==> src/rtl/modmul_interleaved_pkg.sv <==
// Shared types and sizing helpers for the interleaved modular multiplier.
package modmul_pkg;

    typedef enum logic [1:0] {
        IDLE = 2'd0,
        DBL  = 2'd1,
        ADD  = 2'd2,
        DONE = 2'd3
    } state_t;

    localparam int DEFAULT_W = 8;

    // Width of a counter that indexes bits W-1..0; never narrower than one bit.
    function automatic int idx_width(input int w);
        return (w < 2) ? 1 : $clog2(w);
    endfunction

endpackage

==> src/rtl/modmul_interleaved_cond_sub.sv <==
// Single modular reduction step: r = (a >= m) ? a - m : a, for a < 2m.
module mod_cond_sub
    import modmul_pkg::*;
#(
    parameter int W = DEFAULT_W
) (
    input  logic [W:0]   a,
    input  logic [W-1:0] m,
    output logic [W-1:0] r
);

    logic signed [W+1:0] diff;
    logic                diff_unused;

    // The sign bit of the widened difference picks reduced or unreduced value.
    assign diff        = $signed({1'b0, a}) - $signed({2'b00, m});
    assign diff_unused = diff[W];
    assign r           = diff[W+1] ? a[W-1:0] : diff[W-1:0];

endmodule

==> src/rtl/modmul_interleaved.sv <==
// MSB-first interleaved modular multiplier: result = (X*Y) mod Z, 2W+1 cycle latency.
//
// state | meaning
// IDLE  | waiting for start; latches operands and screens for Z==0 or X>=Z
// DBL   | T <= 2T mod Z
// ADD   | T <= (T + X*Y[i]) mod Z, then step i down or finish
// DONE  | one-cycle done pulse, result/err valid
module modmul_interleaved
    import modmul_pkg::*;
#(
    parameter int W  = DEFAULT_W,
    parameter int IW = idx_width(W)
) (
    input  logic         clk,
    input  logic         reset,
    input  logic         start,
    input  logic [W-1:0] X,
    input  logic [W-1:0] Y,
    input  logic [W-1:0] Z,
    output logic         busy,
    output logic         done,
    output logic         err,
    output logic [W-1:0] result
);

    state_t        state;
    logic [W-1:0]  x_q;
    logic [W-1:0]  y_q;
    logic [W-1:0]  z_q;
    logic [W-1:0]  t;
    logic [IW-1:0] i;

    logic [W:0]    dbl_sum;
    logic [W:0]    add_sum;
    logic [W-1:0]  dbl_t;
    logic [W-1:0]  add_t;
    logic [W-1:0]  add_next;

    assign dbl_sum = {t, 1'b0};
    assign add_sum = {1'b0, t} + {1'b0, x_q};

    mod_cond_sub #(.W(W)) u_dbl (
        .a (dbl_sum),
        .m (z_q),
        .r (dbl_t)
    );

    mod_cond_sub #(.W(W)) u_add (
        .a (add_sum),
        .m (z_q),
        .r (add_t)
    );

    assign add_next = y_q[i] ? add_t : t;

    assign busy = (state != IDLE);
    assign done = (state == DONE);

    always_ff @(posedge clk) begin
        if (reset) begin
            state  <= IDLE;
            x_q    <= '0;
            y_q    <= '0;
            z_q    <= '0;
            t      <= '0;
            i      <= '0;
            err    <= 1'b0;
            result <= '0;
        end else begin
            case (state)
                IDLE: begin
                    if (start) begin
                        x_q <= X;
                        y_q <= Y;
                        z_q <= Z;
                        t   <= '0;
                        if (Z == '0 || X >= Z) begin
                            err    <= 1'b1;
                            result <= '0;
                            state  <= DONE;
                        end else begin
                            err   <= 1'b0;
                            i     <= IW'(W - 1);
                            state <= DBL;
                        end
                    end
                end
                DBL: begin
                    t     <= dbl_t;
                    state <= ADD;
                end
                ADD: begin
                    t <= add_next;
                    // Result is loaded on entry to DONE so it is valid alongside done.
                    if (i == '0) begin
                        result <= add_next;
                        state  <= DONE;
                    end else begin
                        i     <= i - IW'(1);
                        state <= DBL;
                    end
                end
                DONE: begin
                    state <= IDLE;
                end
                default: begin
                    state <= IDLE;
                end
            endcase
        end
    end

endmodule
==> config.mk <==
export PLATFORM = sky130hd
export DESIGN_NAME = modmul_interleaved
export DESIGN_NICKNAME = d
export VERILOG_FILES = /design/src/rtl/modmul_interleaved_pkg.sv /design/src/rtl/modmul_interleaved_cond_sub.sv /design/src/rtl/modmul_interleaved.sv
export SDC_FILE = /design/constraint.sdc
export NUM_CORES = 1
export LEC_CHECK = 0
export CORE_ASPECT_RATIO = 1.4
export CORE_MARGIN = 1.5
export CORE_UTILIZATION = 58
export CTS_CLUSTER_SIZE = 8
export DETAILED_ROUTE_END_ITERATION = 6
export GPL_TIMING_DRIVEN = 0
export PLACE_DENSITY = 0.81
export SKIP_LAST_GASP = 1
export SLEW_MARGIN = 20
export SYNTH_ARGS = -nofsm -noshare
export SYNTH_HDL_FRONTEND = slang
export SYNTH_SLANG_ARGS = --single-unit
export TNS_END_PERCENT = 100
==> constraint.sdc <==
create_clock -name clk -period 4.6 [get_ports clk]
set_clock_uncertainty 0.2 [all_clocks]
set_input_delay 0.92 -clock clk [delete_from_list [all_inputs] [get_ports clk]]
set_output_delay 0.92 -clock clk [all_outputs]
set_load 0.01 [all_outputs]
==> impl_metrics.env, run 1 <==
export IMPL_rsz0062_at_grt="no"
export IMPL_wl_per_cell_um=17.14
export IMPL_power_leakage_uw=0.001635
export IMPL_worstReg2RegStart="t[0]$_SDFFE_PP0P_"
export IMPL_ctsLongestPathBuffers=2
export IMPL_ctsHoldBuffers=0
export IMPL_cts_buffers=5
export IMPL_worstSetupEndpointType="flop"
export IMPL_setup_viol=0
export IMPL_startpoint_type="flop"
export IMPL_r2r_end="t[3]$_SDFFE_PP0P_"
export IMPL_hp_class="reg2reg"
export IMPL_synth_nets=533
export IMPL_grt_busiest_layer="met2"
export IMPL_dp_hpwl_um=7755
export IMPL_fp_dieArea_um2=6748
export IMPL_final_cell_mix="69 x nand2_1, 46 x a21oi_1, 46 x dfxtp_1, 43 x inv_1"
export IMPL_netlist_area_um2=3630
export IMPL_r2r_setup_slack_ns=0.32
export IMPL_io_pin_count=38
export IMPL_max_freq_ghz=0.2334
export IMPL_slowest_delay_ns=0.51
export IMPL_netlist_area_leader_share_pct=25.37
export IMPL_port_buffers=37
export IMPL_ctsHtreeMaxLevel=2
export IMPL_crit_required_ns=4.58
export IMPL_crit_slowest_cell="dfxtp_1"
export IMPL_dr_total_vias=3693
export IMPL_fin_tns_setup_ns=0
export IMPL_crit_chain="ha_1, inv_1, fa_1, nor2b_1, o211ai_1, a21boi_0, nor2b_1, ha_1, a21oi_1, nor2b_1, or2_2, nor3_4, mux2i_1, a41oi_1"
export IMPL_grt_pass1_wl_um=16490
export IMPL_critPathBufInv=1
export IMPL_root_buffer="clkbuf_8"
export IMPL_ant_nets=0
export IMPL_min_delay_start="y_q[2]$_SDFFE_PP0P_"
export IMPL_layout_nets=577
export IMPL_crit_arrival_ns=4.26
export IMPL_routed_wl_um=9956
export IMPL_cts_clk_slew_worst_paths_ns=0.09
export IMPL_synth_area_leaders="dfxtp_1 25%, ha_1 13%, nand2_1 7.1%, a21oi_1 6.3%, inv_1 4.4%"
export IMPL_drt_iter0_drc=361
export IMPL_core_area_um2=5946
export IMPL_min_to="y_q[2]$_SDFFE_PP0P_"
export IMPL_grt_pass1_vias=3504
export IMPL_synthAdderAreaFrac_pct=14.41
export IMPL_worst_slew_pin_transition_ns=0.6281
export IMPL_die_x_um=69.86
export IMPL_yosysSeqAreaShare_pct=25.37
export IMPL_status="finished clean"
export IMPL_ys_seq_elements=46
export IMPL_grtUsageMet1_pct=34.25
export IMPL_grt_max_degree=17
export IMPL_worstSkewPairLatency_ns=0.31
export IMPL_p_per_area_nw_per_um2=520.8
export IMPL_gr_usage_met2_pct=51.14
export IMPL_fillers=510
export IMPL_drcViolationCount=0
export IMPL_antenna_found_initial=0
export IMPL_timing_hold_ws_ns=0.2543
export IMPL_hold_viol=0
export IMPL_crit_type="reg2reg"
export IMPL_synthCells=466
export IMPL_synth_area_per_cell_um2=7.789
export IMPL_synth_simple_area_share_pct=22.16
export IMPL_drive_gt1_share_pct=4.892
export IMPL_fin_crit_sh_pct=93.14
export IMPL_yosysUniqueCellTypes=66
export IMPL_globalplace_congestion=1.016
export IMPL_cts_sinks=46
export IMPL_final_common_cell="nand2_1"
export IMPL_slew_headroom_pct=57.75
export IMPL_die_h_um=96.60
export IMPL_grt_overflow_total=0
export IMPL_synthArstFlopShare_pct=0
export IMPL_yosysTopAreaCell="dfxtp_1"
export IMPL_synthFlopType="dfxtp_1"
export IMPL_rr_worst_depth=14
export IMPL_grtUsageTotal_pct=29.93
export IMPL_grt_use_met3_pct=4.271
export IMPL_maxCapViolCount=0
export IMPL_syn_to_final_growth_pct=15.99
export IMPL_fin_crit_ns=4.285
export IMPL_start_util_pct=61.05
export IMPL_antenna_cells=0
export IMPL_cts_tree="done"
export IMPL_row_count=33
export IMPL_muxShareOfSynthArea_pct=2.447
export IMPL_crit_top_cell="nor2b_1"
export IMPL_synth_compound_area_share_pct=27.20
export IMPL_synth_edf_count=0
export IMPL_first_pass_iters=5
export IMPL_synth_xor_area_share_pct=1.689
export IMPL_synth_warnings=0
export IMPL_ir_worst_vdd_mv=0.3153
export IMPL_maxSlewViolCount=0
export IMPL_path_delay_family="simple AND/OR/NAND/NOR gates"
export IMPL_vias_per_cell=6.356
export IMPL_cp_max_fo=9
export IMPL_whs_path_depth=2
export IMPL_synth_top_family_by_area="compound AO/OA/AOI/OAI gates"
## through the flow
stage | utilization [%] | instance area, µm² | power [µW] | setup slack, ns | std cells
after floorplan | - | 3630 | 1502 | 1.060 | 466
after global placement | 68.75 | 4088 | 1801 | 0.4522 | 573
after detailed placement | 68.75 | 4088 | 1837 | 0.3414 | 573
after CTS | 70.71 | 4204 | 2161 | 0.2855 | 581
after global routing | 70.81 | 4210 | 2359 | 0.1149 | 581
final | 70.81 | 4210 | 2193 | 0.3154 | 581
## report_power, final
part | internal [µW] | total [µW] | switching, µW
clock | 166 | 322 | 157
combinational | 516 | 1340 | 823
sequential | 468 | 531 | 63.1
## layout make-up
class	instances	area, µm²	area share [%]
inverter	43	161.4	3.834
multi-input combinational	360	2471	58.69
sequential	46	920.9	21.87
timing repair buffer	37	370.4	8.796
clock inverter	3	47.55	1.129
tap	70	87.58	2.080
buffer	17	82.58	1.961
clock buffer	5	68.82	1.634
## cells in the mapped netlist (2+ instances only)
master	count
a221oi_1	6
dfxtp_1	46
o211ai_1	7
xor2_1	2
or2_2	2
a21oi_1	46
xnor2_1	5
or3_1	2
nor3_1	9
nand2_1	69
inv_1	43
a31oi_1	4
and3_1	4
nand4_1	3
o2111ai_1	3
buf_6	2
a21boi_0	3
nor4_1	3
a21o_1	12
a211oi_1	8
o21a_1	6
o2111a_1	2
clkbuf_1	13
and2_1	5
nand2b_1	7
o22ai_1	6
ha_1	37
nor2_1	21
or4_1	3
a311oi_1	7
o21ai_0	13
a211o_1	2
o221ai_1	3
a41oi_1	2
mux4_1	2
fa_1	3
nor2b_1	7
nand3_1	16
o311ai_0	2
nor3b_1	4
## how the worst max path moves through the flow
| stage | from | endpoint | slack [ns] | cells past startpoint |
|---|---|---|---|---|
| after floorplan | t[0]$_SDFFE_PP0P_ | result[3]$_SDFFE_PP0P_ | 1.06 | 14 |
| after global placement | t[0]$_SDFFE_PP0P_ | t[3]$_SDFFE_PP0P_ | 0.45 | 14 |
| after detailed placement | t[0]$_SDFFE_PP0P_ | t[3]$_SDFFE_PP0P_ | 0.34 | 14 |
| after CTS | t[0]$_SDFFE_PP0P_ | t[3]$_SDFFE_PP0P_ | 0.29 | 14 |
| after global routing | t[0]$_SDFFE_PP0P_ | t[3]$_SDFFE_PP0P_ | 0.11 | 14 |
| final | t[0]$_SDFFE_PP0P_ | t[3]$_SDFFE_PP0P_ | 0.32 | 14 |
## flip-flops by register name (all words and copies together) (netlist names)
signal	count
err	1
x_q	8
t	8
y_q	8
z_q	8
result	8
i	3
state	2
## logic make-up (layout without fill, tap and decap cells)
| kind of cell | after synthesis | count (layout) |
|---|---|---|
| AND/OR/NAND/NOR | 165 | 165 |
| flip-flops | 46 | 46 |
| XOR/XNOR | 7 | 7 |
| AO/OA/AOI/OAI | 143 | 143 |
| buffers and inverters | 60 | 105 |
| adder cells (fa/ha/maj) | 40 | 40 |
| multiplexers | 5 | 5 |
## what timing repair did
action	in CTS	in global routing
setup endpoints to repair	0	2
setup buffers	0	0
gates resized for setup	0	1
## worst reg2reg max path: cells and delay by family, from the launching register on
kind	cells	cell delay, ns
AO/OA/AOI/OAI	4	0.82
adder cells (fa/ha/maj)	3	1.03
buffers and inverters	1	0.06
flip-flops	1	0.51
multiplexers	1	0.43
AND/OR/NAND/NOR	5	1.12
## routing by layer
metal | up-vias | share of wire (%)
met2 | 150 | 48
met1 | 1707 | 40
met3 | 42 | 5.3
met5 | - | 0
li1 | 1794 | -
met4 | 0 | 6.4
Note: power is estimated with default switching activity, not from simulation.
==> inputs of run 2 (changes only) <==
Settings changed: CORE_ASPECT_RATIO 1.4 to 0.5, SLEW_MARGIN 20 to 10.
==> run 2 against run 1 <==
Die area increased by 0.33%. Combinational power decreased by 3%. Sequential share of layout area decreased by 0.22 points. Final cell count increased by 3.1%. First-iteration DRC count decreased by 40%. Critical path depth unchanged. Non-clock buffer count unchanged. Register-to-register slack improved by 0.07 ns. Utilization decreased by 0.58 points. Wire length decreased by 5.9%. Hold slack improved by 0.0033 ns. Setup slack improved by 0.068 ns.
==> impl_metrics.env, run 2 (same netlist as run 1, synthesis figures left out) <==
export IMPL_status="finished clean"
export IMPL_syn_to_final_growth_pct=17.17
export IMPL_wl_met3_um=859
export IMPL_m1WireLength_um=4401
export IMPL_startpoint_type="flop"
export IMPL_grtUsageTotal_pct=30.04
export IMPL_worst_slew_pin_transition_ns=0.6582
export IMPL_dr_wl_met2_um=3957
export IMPL_routed_wl_um=9371
export IMPL_grt_pass1_wl_um=15600
export IMPL_grt_max_degree=15
export IMPL_antenna_cells=0
export IMPL_drive_gt1_share_pct=4.697
export IMPL_total_power_uw=2194
export IMPL_maxCapViolCount=0
export IMPL_crit_required_ns=4.55
export IMPL_root_buffer="clkbuf_16"
export IMPL_cts_sinks=46
export IMPL_multi_input_area_um2=2465
export IMPL_crit_arrival_ns=4.17
export IMPL_crit_slowest_cell="nor3_2"
export IMPL_grt_overflow_total=0
export IMPL_die_h_um=58.94
export IMPL_cts_tree="done"
export IMPL_dr_total_vias=3575
export IMPL_post_cts_buffers=0
export IMPL_hold_viol=0
export IMPL_slew_headroom_pct=55.73
export IMPL_fin_tns_setup_ns=0
export IMPL_fp_dieArea_um2=6771
export IMPL_die_x_um=114.9
export IMPL_io_pin_count=38
export IMPL_power_frac_seq_pct=24.4
export IMPL_dp_hpwl_um=7470
export IMPL_worstReg2RegStart="t[0]$_SDFFE_PP0P_"
export IMPL_grt_pass1_vias=3268
export IMPL_crit_chain="ha_1, inv_1, fa_1, nor2b_1, o211ai_1, a21boi_0, nor2b_1, ha_1, a21oi_1, nor2b_1, or2_2, nor3_2, mux2i_1, o221ai_1"
export IMPL_maxSlewViolCount=0
export IMPL_antenna_found_initial=0
export IMPL_crit_start="t[0]$_SDFFE_PP0P_"
export IMPL_setup_viol=0
export IMPL_row_count=20
export IMPL_crit_top_cell="nor2b_1"
export IMPL_r2r_setup_slack_ns=0.38
export IMPL_fin_crit_sh_pct=91.67
export IMPL_wl_per_cell_um=15.64
export IMPL_final_common_cell="nand2_1"
export IMPL_fillers=527
export IMPL_swShare_pct=46.17
export IMPL_highest_layer="met4"
export IMPL_layout_nets=577
export IMPL_seqCellArea_um2=920.9
export IMPL_ctsLongestPathBuffers=2
export IMPL_p_comb_share_pct=59.2
export IMPL_p_per_area_nw_per_um2=515.8
export IMPL_max_freq_ghz=0.2372
export IMPL_p_sw_uw=1013
export IMPL_ctsHoldBuffers=0
export IMPL_power_leakage_uw=0.001646
export IMPL_cts_resized=0
export IMPL_clkPwrFrac_pct=16.4
export IMPL_globalplace_congestion=0.9438
export IMPL_start_util_pct=59.94
export IMPL_port_buffers=37
export IMPL_cts_buffers=5
export IMPL_min_delay_start="y_q[4]$_SDFFE_PP0P_"
export IMPL_ctsHtreeMaxLevel=2
export IMPL_cts_clk_slew_worst_paths_ns=0.06
export IMPL_slowest_delay_ns=0.51
export IMPL_cp_max_fo=9
export IMPL_p_int_uw=1181
export IMPL_ir_worst_vdd_mv=0.2869
export IMPL_hp_class="reg2reg"
export IMPL_vias_per_cell=5.968
export IMPL_rsz0062_at_grt="no"
export IMPL_drcViolationCount=0
export IMPL_first_pass_iters=6
export IMPL_ant_nets=0
export IMPL_crit_type="reg2reg"
export IMPL_fin_crit_ns=4.217
export IMPL_fin_util_pct=70.23
export IMPL_core_area_um2=6056
export IMPL_worstSkewPairLatency_ns=0.29
export IMPL_final_cell_mix="69 x nand2_1, 46 x a21oi_1, 46 x dfxtp_1, 43 x inv_1"
export IMPL_drt_iter0_drc=215
export IMPL_worstSetupEndpointType="flop"
-- run 2: layout make-up --
| cell class | count | area share (%) |
|---|---|---|
| Multi-Input combinational cell | 360 | 57.96 |
| Sequential cell | 46 | 21.65 |
| Timing Repair Buffer | 37 | 8.708 |
| Inverter | 43 | 3.795 |
| Clock buffer | 6 | 3.030 |
| Tap cell | 88 | 2.589 |
| Buffer | 17 | 1.942 |
| Clock inverter | 2 | 0.3236 |
-- run 2: power by group through the flow --
stage          clock network [µW]  registers, µW  logic [µW]
6_report                      359            535        1300
5_1_grt                       385            544        1450
4_1_cts                       358            533        1280
3_5_place_dp                    0            541        1270
3_3_place_gp                    0            537        1260
2_1_floorplan                   0            519         983
-- run 2: routing by layer --
| layer | vias up | track usage (%) |
|---|---|---|
| li1 | 1790 | - |
| met1 | 1631 | 40.98 |
| met2 | 136 | 47.62 |
| met3 | 18 | 7.518 |
| met4 | 0 | 8.818 |
| met5 | - | 0 |
-- run 2: path summary, 6_finish.rpt --
check                                         endpoint  cells after the start
worst max-delay path            result[3]$_SDFFE_PP0P_                     14
worst min-delay path               y_q[4]$_SDFFE_PP0P_                      2
worst max register to register  result[3]$_SDFFE_PP0P_                     14
worst min register to register     y_q[4]$_SDFFE_PP0P_                      2
-- run 2: stage by stage --
| stage | setup WS [ns] | hold WS, ns | area (µm²) | instances |
|---|---|---|---|---|
| 5_1_grt | 0.1154 | 0.2779 | 4253 | 599 |
| 4_1_cts | 0.4436 | 0.2564 | 4253 | 599 |
| 3_5_place_dp | 0.4575 | 0.2475 | 4110 | 591 |
| 3_3_place_gp | 0.4884 | 0.2403 | 4110 | 591 |
| 6_report | 0.3833 | 0.2576 | 4253 | 599 |
| 2_1_floorplan | 1.060 | 0.2315 | 3630 | 466 |
-- run 2: critical path: cells and delay by family, from the launching register on --
kind            cells  cell delay [ns]
flops               1             0.49
compound gates      4             0.76
fa+ha+maj           3             0.99
mux                 1             0.41
simple gates        5             1.18
buf+inv             1             0.05
==> inputs of run 3 (changes only) <==
Settings changed: CORE_UTILIZATION 58 to 57, REMOVE_ABC_BUFFERS set to 1, SYNTH_HIERARCHICAL set to 1.
==> run 3 against run 2 <==
Final cell count is 12% lower. Synthesized cell count is 9.0% lower. Total power is 18% lower. Clock power is 3% lower. Setup slack worse by 0.030 ns. Maximum frequency is 0.70% lower. Critical endpoint is now result[4]$_SDFFE_PP0P_. Non-clock buffer count is 17 lower. Critical path depth is 3 higher.
==> impl_metrics.env, run 3 <==
export IMPL_power_leakage_uw=0.001628
export IMPL_grtUsageTotal_pct=25.82
export IMPL_status="finished clean"
export IMPL_fin_tns_setup_ns=0
export IMPL_antenna_cells=0
export IMPL_yosysTopAreaCell="dfxtp_1"
export IMPL_cts_tree="done"
export IMPL_p_int_uw=1071
export IMPL_power_frac_seq_pct=28.2
export IMPL_synth_area_leaders="dfxtp_1 27%, ha_1 14%, nand2_1 8.5%, a21oi_1 6.1%, inv_1 3.9%"
export IMPL_synth_area_per_cell_um2=8.148
export IMPL_slew_headroom_pct=24.81
export IMPL_crit_type="reg2reg"
export IMPL_setup_viol=0
export IMPL_cp_max_fo=7
export IMPL_fin_crit_sh_pct=92.31
export IMPL_min_delay_start="y_q[6]$_SDFFE_PP0P_"
export IMPL_drive_gt1_share_pct=7.947
export IMPL_layout_nets=520
export IMPL_dr_total_vias=3090
export IMPL_ctsHoldBuffers=0
export IMPL_ctsHtreeMaxLevel=2
export IMPL_timing_hold_ws_ns=0.2574
export IMPL_die_h_um=58.05
export IMPL_synthCells=424
export IMPL_maxCapViolCount=0
export IMPL_netlist_area_um2=3455
export IMPL_worst_slew_pin_transition_ns=1.121
export IMPL_max_freq_ghz=0.2355
export IMPL_placed_area_um2=3829
export IMPL_grt_pass1_vias=2945
export IMPL_maxSlewViolCount=0
export IMPL_hold_viol=0
export IMPL_p_per_area_nw_per_um2=451.4
export IMPL_syn_to_final_growth_pct=14.81
export IMPL_worstReg2RegStart="t[0]$_SDFFE_PP0P_"
export IMPL_p_sw_uw=719.6
export IMPL_grt_max_degree=41
export IMPL_ant_nets=0
export IMPL_post_cts_buffers=0
export IMPL_hp_class="reg2reg"
export IMPL_startpoint_type="flop"
export IMPL_fillers=456
export IMPL_p_comb_share_pct=52.3
export IMPL_synth_edf_count=0
export IMPL_synth_common_cells="78 x nand2_1, 46 x dfxtp_1, 42 x a21oi_1"
export IMPL_dp_hpwl_um=6324
export IMPL_worstSkewPairLatency_ns=0.28
export IMPL_cts_clk_slew_worst_paths_ns=0.06
export IMPL_fp_dieArea_um2=6565
export IMPL_wl_per_cell_um=15.43
export IMPL_start_util_pct=61.06
export IMPL_fin_crit_ns=4.246
export IMPL_crit_required_ns=4.54
export IMPL_seqCellArea_um2=920.9
export IMPL_r2r_setup_slack_ns=0.35
export IMPL_cts_buffers=5
export IMPL_crit_start="t[0]$_SDFFE_PP0P_"
export IMPL_vias_per_cell=5.875
export IMPL_io_pin_count=38
export IMPL_yosysSeqAreaShare_pct=26.66
export IMPL_ys_seq_elements=46
export IMPL_grt_pass1_wl_um=13210
export IMPL_swShare_pct=40.20
export IMPL_row_count=19
export IMPL_cts_sinks=46
export IMPL_synth_warnings=6
export IMPL_drt_iter0_drc=224
export IMPL_antenna_found_initial=0
export IMPL_core_area_um2=5658
export IMPL_final_cell_mix="78 x nand2_1, 46 x dfxtp_1, 42 x a21oi_1, 38 x ha_1"
export IMPL_clkPwrFrac_pct=19.5
export IMPL_globalplace_congestion=0.8635
export IMPL_synth_most_common_cell="nand2_1"
export IMPL_final_design_area_no_fill_um2=3966
export IMPL_first_pass_iters=5
export IMPL_grt_overflow_total=0
export IMPL_final_common_cell="nand2_1"
export IMPL_yosysUniqueCellTypes=54
export IMPL_cts_resized=0
export IMPL_synthArstFlopShare_pct=0
export IMPL_port_buffers=37
export IMPL_ir_worst_vdd_mv=0.3614
export IMPL_rsz0062_at_grt="no"
export IMPL_netlist_area_leader_share_pct=26.66
export IMPL_root_buffer="clkbuf_16"
export IMPL_routed_wl_um=8117
export IMPL_drcViolationCount=0
export IMPL_die_x_um=113.1
export IMPL_ctsLongestPathBuffers=2
export IMPL_synthFlopType="dfxtp_1"
export IMPL_worstSetupEndpointType="flop"
export IMPL_multi_input_area_um2=2311
export IMPL_crit_arrival_ns=4.19
[run 3: changes by cell type after synthesis, sizes merged, moves of 7 or more]
cell and change:
o21ai +15, mux2i +11, mux2 +10, nand2 +8
inv -7, nor3 -7, o211ai -7
[run 3: power groups by stage]
stage | combinational (µW) | sequential (µW) | clock (µW)
2_1_floorplan | 722 | 492 | 0
3_3_place_gp | 881 | 507 | 0
3_5_place_dp | 921 | 511 | 0
4_1_cts | 929 | 503 | 351
5_1_grt | 1030 | 511 | 368
6_report | 937 | 505 | 349
[run 3: worst paths after layout]
kind,to,cells past startpoint
worst min register to register,y_q[6]$_SDFFE_PP0P_,2
worst max-delay path,result[4]$_SDFFE_PP0P_,17
worst min-delay path,y_q[6]$_SDFFE_PP0P_,2
worst max register to register,result[4]$_SDFFE_PP0P_,17
[run 3: worst max-delay path, cell delays in order, from the launching register on]
cell and delay (ns):
dfxtp_1 0.45, ha_1 0.22, inv_1 0.06, fa_1 0.40, nor2b_1 0.11, o21ai_0 0.08, nand2b_1 0.10, a21o_1 0.12
a21oi_1 0.09, xnor2_1 0.22, ha_1 0.32, a21o_2 0.27, a2111oi_4 0.58, mux2_2 0.41, nand2_1 0.09, o21ai_0 0.14
mux2i_1 0.19, nor2_1 0.05
[run 3: area by class of cell]
type                    count  share of cell area [%]
clock buffers               6                   3.249
clock inverters             2                  0.3470
inverters                  36                   3.407
multi-input cells         326                   58.27
flip-flops and latches     46                   23.22
well taps                  73                   2.303
repair buffers             37                   9.211
[run 3: cell families (layout without fill, tap and decap cells)]
kind of cell | after synthesis | count (layout) | synth area share (%)
AOI/OAI and AO/OA | 112 | 112 | 21.62
xor gates and xnor gates | 16 | 16 | 4.056
adders and majority gates | 41 | 41 | 15.50
buffers and inverters | 52 | 81 | 6.447
DFF | 46 | 46 | 26.66
muxes | 26 | 26 | 9.272
other | 1 | 1 | 0.1086
and+or+nand+nor | 130 | 130 | 16.33
[run 3: routing by layer]
layer | up-vias | GRT usage, % | part of all wire (%)
met2 | 98 | 46.06 | 47
met5 | - | 0 | 0
met4 | 0 | 6.964 | 1.4
met3 | 11 | 5.230 | 6.7
met1 | 1450 | 32.53 | 45
li1 | 1531 | - | -
[run 3: per-stage QoR]
stage / power (µW) / utilization, % / setup WS [ns] / instances
6_report: 1790 / 70.10 / 0.3537 / 526
5_1_grt: 1910 / 70.10 / 0.02270 / 526
4_1_cts: 1783 / 70.19 / 0.2619 / 526
3_5_place_dp: 1432 / 67.67 / 0.3121 / 518
3_3_place_gp: 1388 / 67.67 / 0.4440 / 518
2_1_floorplan: 1214 / - / 0.8180 / 408
